<file path="src/rtl/pc_stack.sv">
// rtl/pc_stack.sv - program counter with relative branch and return-address stack
module pc_stack #(
    parameter int              WIDTH     = 16,
    parameter int              STEP      = 1,
    parameter int              DEPTH     = 4,
    parameter logic [WIDTH-1:0] RESET_VAL = '0
) (
    input  logic                       clk,
    input  logic                       rst,
    input  logic                       en,
    input  logic                       inc,
    input  logic                       rel,
    input  logic                       call,
    input  logic                       ret,
    input  logic [WIDTH-1:0]           d,
    output logic [WIDTH-1:0]           o,
    output logic [$clog2(DEPTH+1)-1:0] sp,
    output logic                       full,
    output logic                       empty,
    output logic                       ovf,
    output logic                       unf
);
    localparam int SPW = $clog2(DEPTH + 1);
    localparam int AW  = (DEPTH > 1) ? $clog2(DEPTH) : 1;

    localparam logic [WIDTH-1:0] STEP_W = WIDTH'(STEP);

    logic [WIDTH-1:0] stack [0:(2**AW)-1];
    logic [WIDTH-1:0] ret_addr;
    logic [SPW-1:0]   sp_m1;
    logic             do_push;

    assign ret_addr = o + STEP_W;
    assign sp_m1    = sp - SPW'(1);
    assign full     = (sp == SPW'(DEPTH));
    assign empty    = (sp == '0);

    // ret outranks call, so a call that loses arbitration must not touch the stack
    assign do_push  = call && !ret && !full;

    always_ff @(posedge clk) begin
        if (!rst && do_push) begin
            stack[sp[AW-1:0]] <= ret_addr;
        end
    end

    always_ff @(posedge clk or posedge rst) begin
        if (rst) begin
            o   <= RESET_VAL;
            sp  <= '0;
            ovf <= 1'b0;
            unf <= 1'b0;
        end else if (ret) begin
            if (!empty) begin
                o  <= stack[sp_m1[AW-1:0]];
                sp <= sp_m1;
            end else begin
                unf <= 1'b1;
            end
        end else if (call) begin
            // the jump is taken even when the return address cannot be saved
            o <= d;
            if (!full) begin
                sp <= sp + SPW'(1);
            end else begin
                ovf <= 1'b1;
            end
        end else if (en) begin
            o <= d;
        end else if (rel) begin
            o <= o + d;
        end else if (inc) begin
            o <= o + STEP_W;
        end
    end
endmodule
</file>
<file path="config.mk">
export PLATFORM = sky130hd
export DESIGN_NAME = pc_stack
export DESIGN_NICKNAME = d
export VERILOG_FILES = /design/src/rtl/pc_stack.sv
export SDC_FILE = /design/constraint.sdc
export NUM_CORES = 1
export LEC_CHECK = 0
export ABC_CLOCK_PERIOD_IN_PS = 4320
export BUFFER_PORTS_ARGS = -buffer_cell sky130_fd_sc_hd__buf_2
export CAP_MARGIN = 20
export CORE_MARGIN = 1.5
export CORE_UTILIZATION = 35
export CTS_CLUSTER_SIZE = 10
export DETAILED_ROUTE_END_ITERATION = 6
export GPL_TIMING_DRIVEN = 0
export HOLD_SLACK_MARGIN = 0.06
export PLACE_DENSITY = 0.51
export REMOVE_ABC_BUFFERS = 1
export SLEW_MARGIN = 30
export SYNTH_ARGS = -nofsm -noshare
export SYNTH_HDL_FRONTEND = slang
export SYNTH_SLANG_ARGS = --single-unit
</file>
<file path="constraint.sdc">
create_clock -name clk -period 4.32 [get_ports clk]
set_input_delay 0.864 -clock clk [delete_from_list [all_inputs] [get_ports clk]]
set_output_delay 0.864 -clock clk [all_outputs]
set_load 0.1 [all_outputs]
</file>
==> results.json <==
{
  "status": "finished clean",
  "synth_async_sr_flop_share": 0.2471,
  "placed_cells": 579,
  "crit_path_end_kind": "flop",
  "cts-root-buf": "clkbuf_16",
  "synth.avg_cell_area_um2": 12.34,
  "grt_first_pass_wirelength_um": 18040,
  "finalCriticalPeriod_ns": 3.105,
  "synth-compound-area-share": 0.1580,
  "grt_pass1_vias": 3178,
  "synth-simple-area-share": 0.09652,
  "drcViolationCount": 0,
  "clock_path_buffers": 2,
  "crit_buf_inv": 1,
  "initial_core_util": 0.3633,
  "portBuffers": 45,
  "ys_types": 56,
  "die_y_um": 118.2,
  "diodes": 0,
  "cpPeakStageDelay_ns": 0.86,
  "maxCapViolCount": 0,
  "path_cells": "inv_1 -> ha_1 -> mux4_2 -> nor2_1 -> nor3_1 -> nand3_1 -> mux2_2 -> nand2_1",
  "synth_top_family_by_area": "compound AO/OA/AOI/OAI gates",
  "setup_violations": 0,
  "cts_tree": "yes",
  "grt_max_degree": 27,
  "fin_area_um2": 5335,
  "drtIter0Drc": 218,
  "antenna_left": 0,
  "die_x_um": 118.2,
  "clock_skew_ns": 0.005888,
  "row_count": 41,
  "clk_latency_ns": 0.34,
  "synthAdderAreaFrac": 0.06363,
  "dpl.hpwl_um": 7986,
  "ctsResizeCount": 0,
  "crit_required_ns": 4.60,
  "post_cts_buffers": 0,
  "fin_tns_setup_ns": 0,
  "maxSlewViolCount": 0,
  "multi_input_area_um2": 2091,
  "startpoint_type": "flop",
  "ios": 46,
  "postCtsHoldBufs": 0,
  "synth_edf_count": 64,
  "final_nets": 464,
  "dieArea_um2": 13960,
  "instances_no_fill": 595,
  "core_area_um2": 12770,
  "path_max_fanout": 20,
  "layout-drive-gt1-share": 0.2175,
  "regArea_um2": 2449,
  "clkSlewWorstSetupHoldPaths_ns": 0.06,
  "worstSetupPathType": "reg -> reg",
  "hold_violations": 0,
  "relSlewSlack": 0.4179,
  "cts_buffers": 9,
  "max_freq_ghz": 0.3221,
  "viasPerCell": 5.461,
  "yosysTopAreaCellShare": 0.4141,
  "synthMuxAreaShare": 0.08655,
  "synth-seq-cells": 85,
  "clock-sinks": 85,
  "post_drt_wl_per_cell_um": 18.87,
  "synth_top_cell_by_area": "edfxtp_1",
  "syn_inst": 376,
  "cp_data_arrival_time_ns": 3.38,
  "wirelength_um": 11230,
  "htreeDepth": 3,
  "antenna_found_initial": 0,
  "gp_congestion": 0.8301,
  "synth_ff_type": "edfxtp_1",
  "place_area_um2": 5032,
  "synth_common_cells": "64 x edfxtp_1, 31 x nand2_1, 27 x o21ai_0",
  "first_pass_iters": 4,
  "synth_area_leaders": "edfxtp_1 41%, dfrtp_1 11%, mux4_2 7.8%",
  "track_usage": 0.1685,
  "worstMarginPinSlew_ns": 0.8732,
  "critPathSlowestCell": "ha_1",
  "fin_crit_sh": 0.7187,
  "yosysWarningCount": 0,
  "dr_total_vias": 3249,
  "critPathTopFamily": "adder cells",
  "overflow": 0,
  "fin_hold_ws_ns": 0.4627,
  "synth_most_common_cell": "edfxtp_1",
  "seq_area_frac_synth": 0.5274,
  "rsz0062_at_grt": "no",
  "nFillCells": 1190,
  "synthToLayoutAreaGrowth_pct": 14.96,
  "synth_area_um2": 4641,
  "synth_xor_area_frac": 0.04530,
  "min_path_type": "reg -> reg"
}
[worst paths after layout]
path / start / end / slack (ns) / cells after the start
setup / recovery: sp[0] / o[14] / 1.22 / 8
hold / removal: unf / unf / 0.46 / 1
setup reg to reg: sp[0] / o[14] / 1.22 / 8
hold reg to reg: unf / unf / 0.46 / 1
max in group asynchronous: rst / sp[0] / 3.38 / 2
min in group asynchronous: rst / sp[1] / 0.56 / 2
[sequential cells by signal, indices dropped and copies added (netlist names)]
name   cells
stack     64
unf        1
o         16
ovf        1
sp         3
[logic make-up after synthesis]
kind of cell	count (synthesis)
buf+inv	26
compound gates	103
flops	85
xor+xnor	24
fa+ha+maj	23
simple gates	95
mux	20
[layer usage]
| metal | wire (µm) | GRT usage | up-vias |
|---|---|---|---|
| met5 | 0 | 0 | - |
| met4 | 215 | 0.06402 | 0 |
| met1 | 5507 | 0.2382 | 1623 |
| met3 | 319 | 0.02510 | 14 |
| li1 | - | - | 1547 |
| met2 | 5187 | 0.2616 | 65 |
[cells in the final DEF, fill, tap and decap left out, types with 5 or more instances in the layout]
| cell | synthesis | routed |
|---|---|---|
| edfxtp_1 | 64 | 64 |
| buf_2 | 3 | 45 |
| nand2_1 | 31 | 31 |
| o21ai_0 | 27 | 27 |
| ha_1 | 22 | 22 |
| nor2_1 | 22 | 21 |
| dfrtp_1 | 21 | 20 |
| a21oi_1 | 18 | 18 |
| mux4_2 | 16 | 16 |
| xor2_1 | 14 | 14 |
| nand3_1 | 13 | 13 |
| a211oi_1 | 11 | 11 |
| inv_1 | 11 | 10 |
| xnor2_1 | 10 | 10 |
| clkbuf_16 | 0 | 9 |
| o211ai_1 | 8 | 8 |
| and3_1 | 5 | 5 |
| a31oi_1 | 5 | 5 |
| or3_1 | 5 | 5 |
| and2_1 | 5 | 5 |
[stage by stage]
stage / util / setup slack, ns
2_1_floorplan: - / 0.3336
3_3_place_gp: 0.3928 / 0.7032
3_5_place_dp: 0.3940 / 1.021
4_1_cts: 0.4177 / 1.144
5_1_grt: 0.4177 / 0.9102
6_report: 0.4177 / 1.215
[cell type report]
cell class,count,share of cell area
clock buffer,11,0.04550
clock inverter,5,0.01126
inverter,11,0.007739
multi-input combinational,265,0.3919
sequential,85,0.4590
tap,172,0.04034
timing repair buffer,46,0.04432
Power is not shown: default switching activity piles up to over one toggle a cycle in this logic, so the estimate is an artifact.
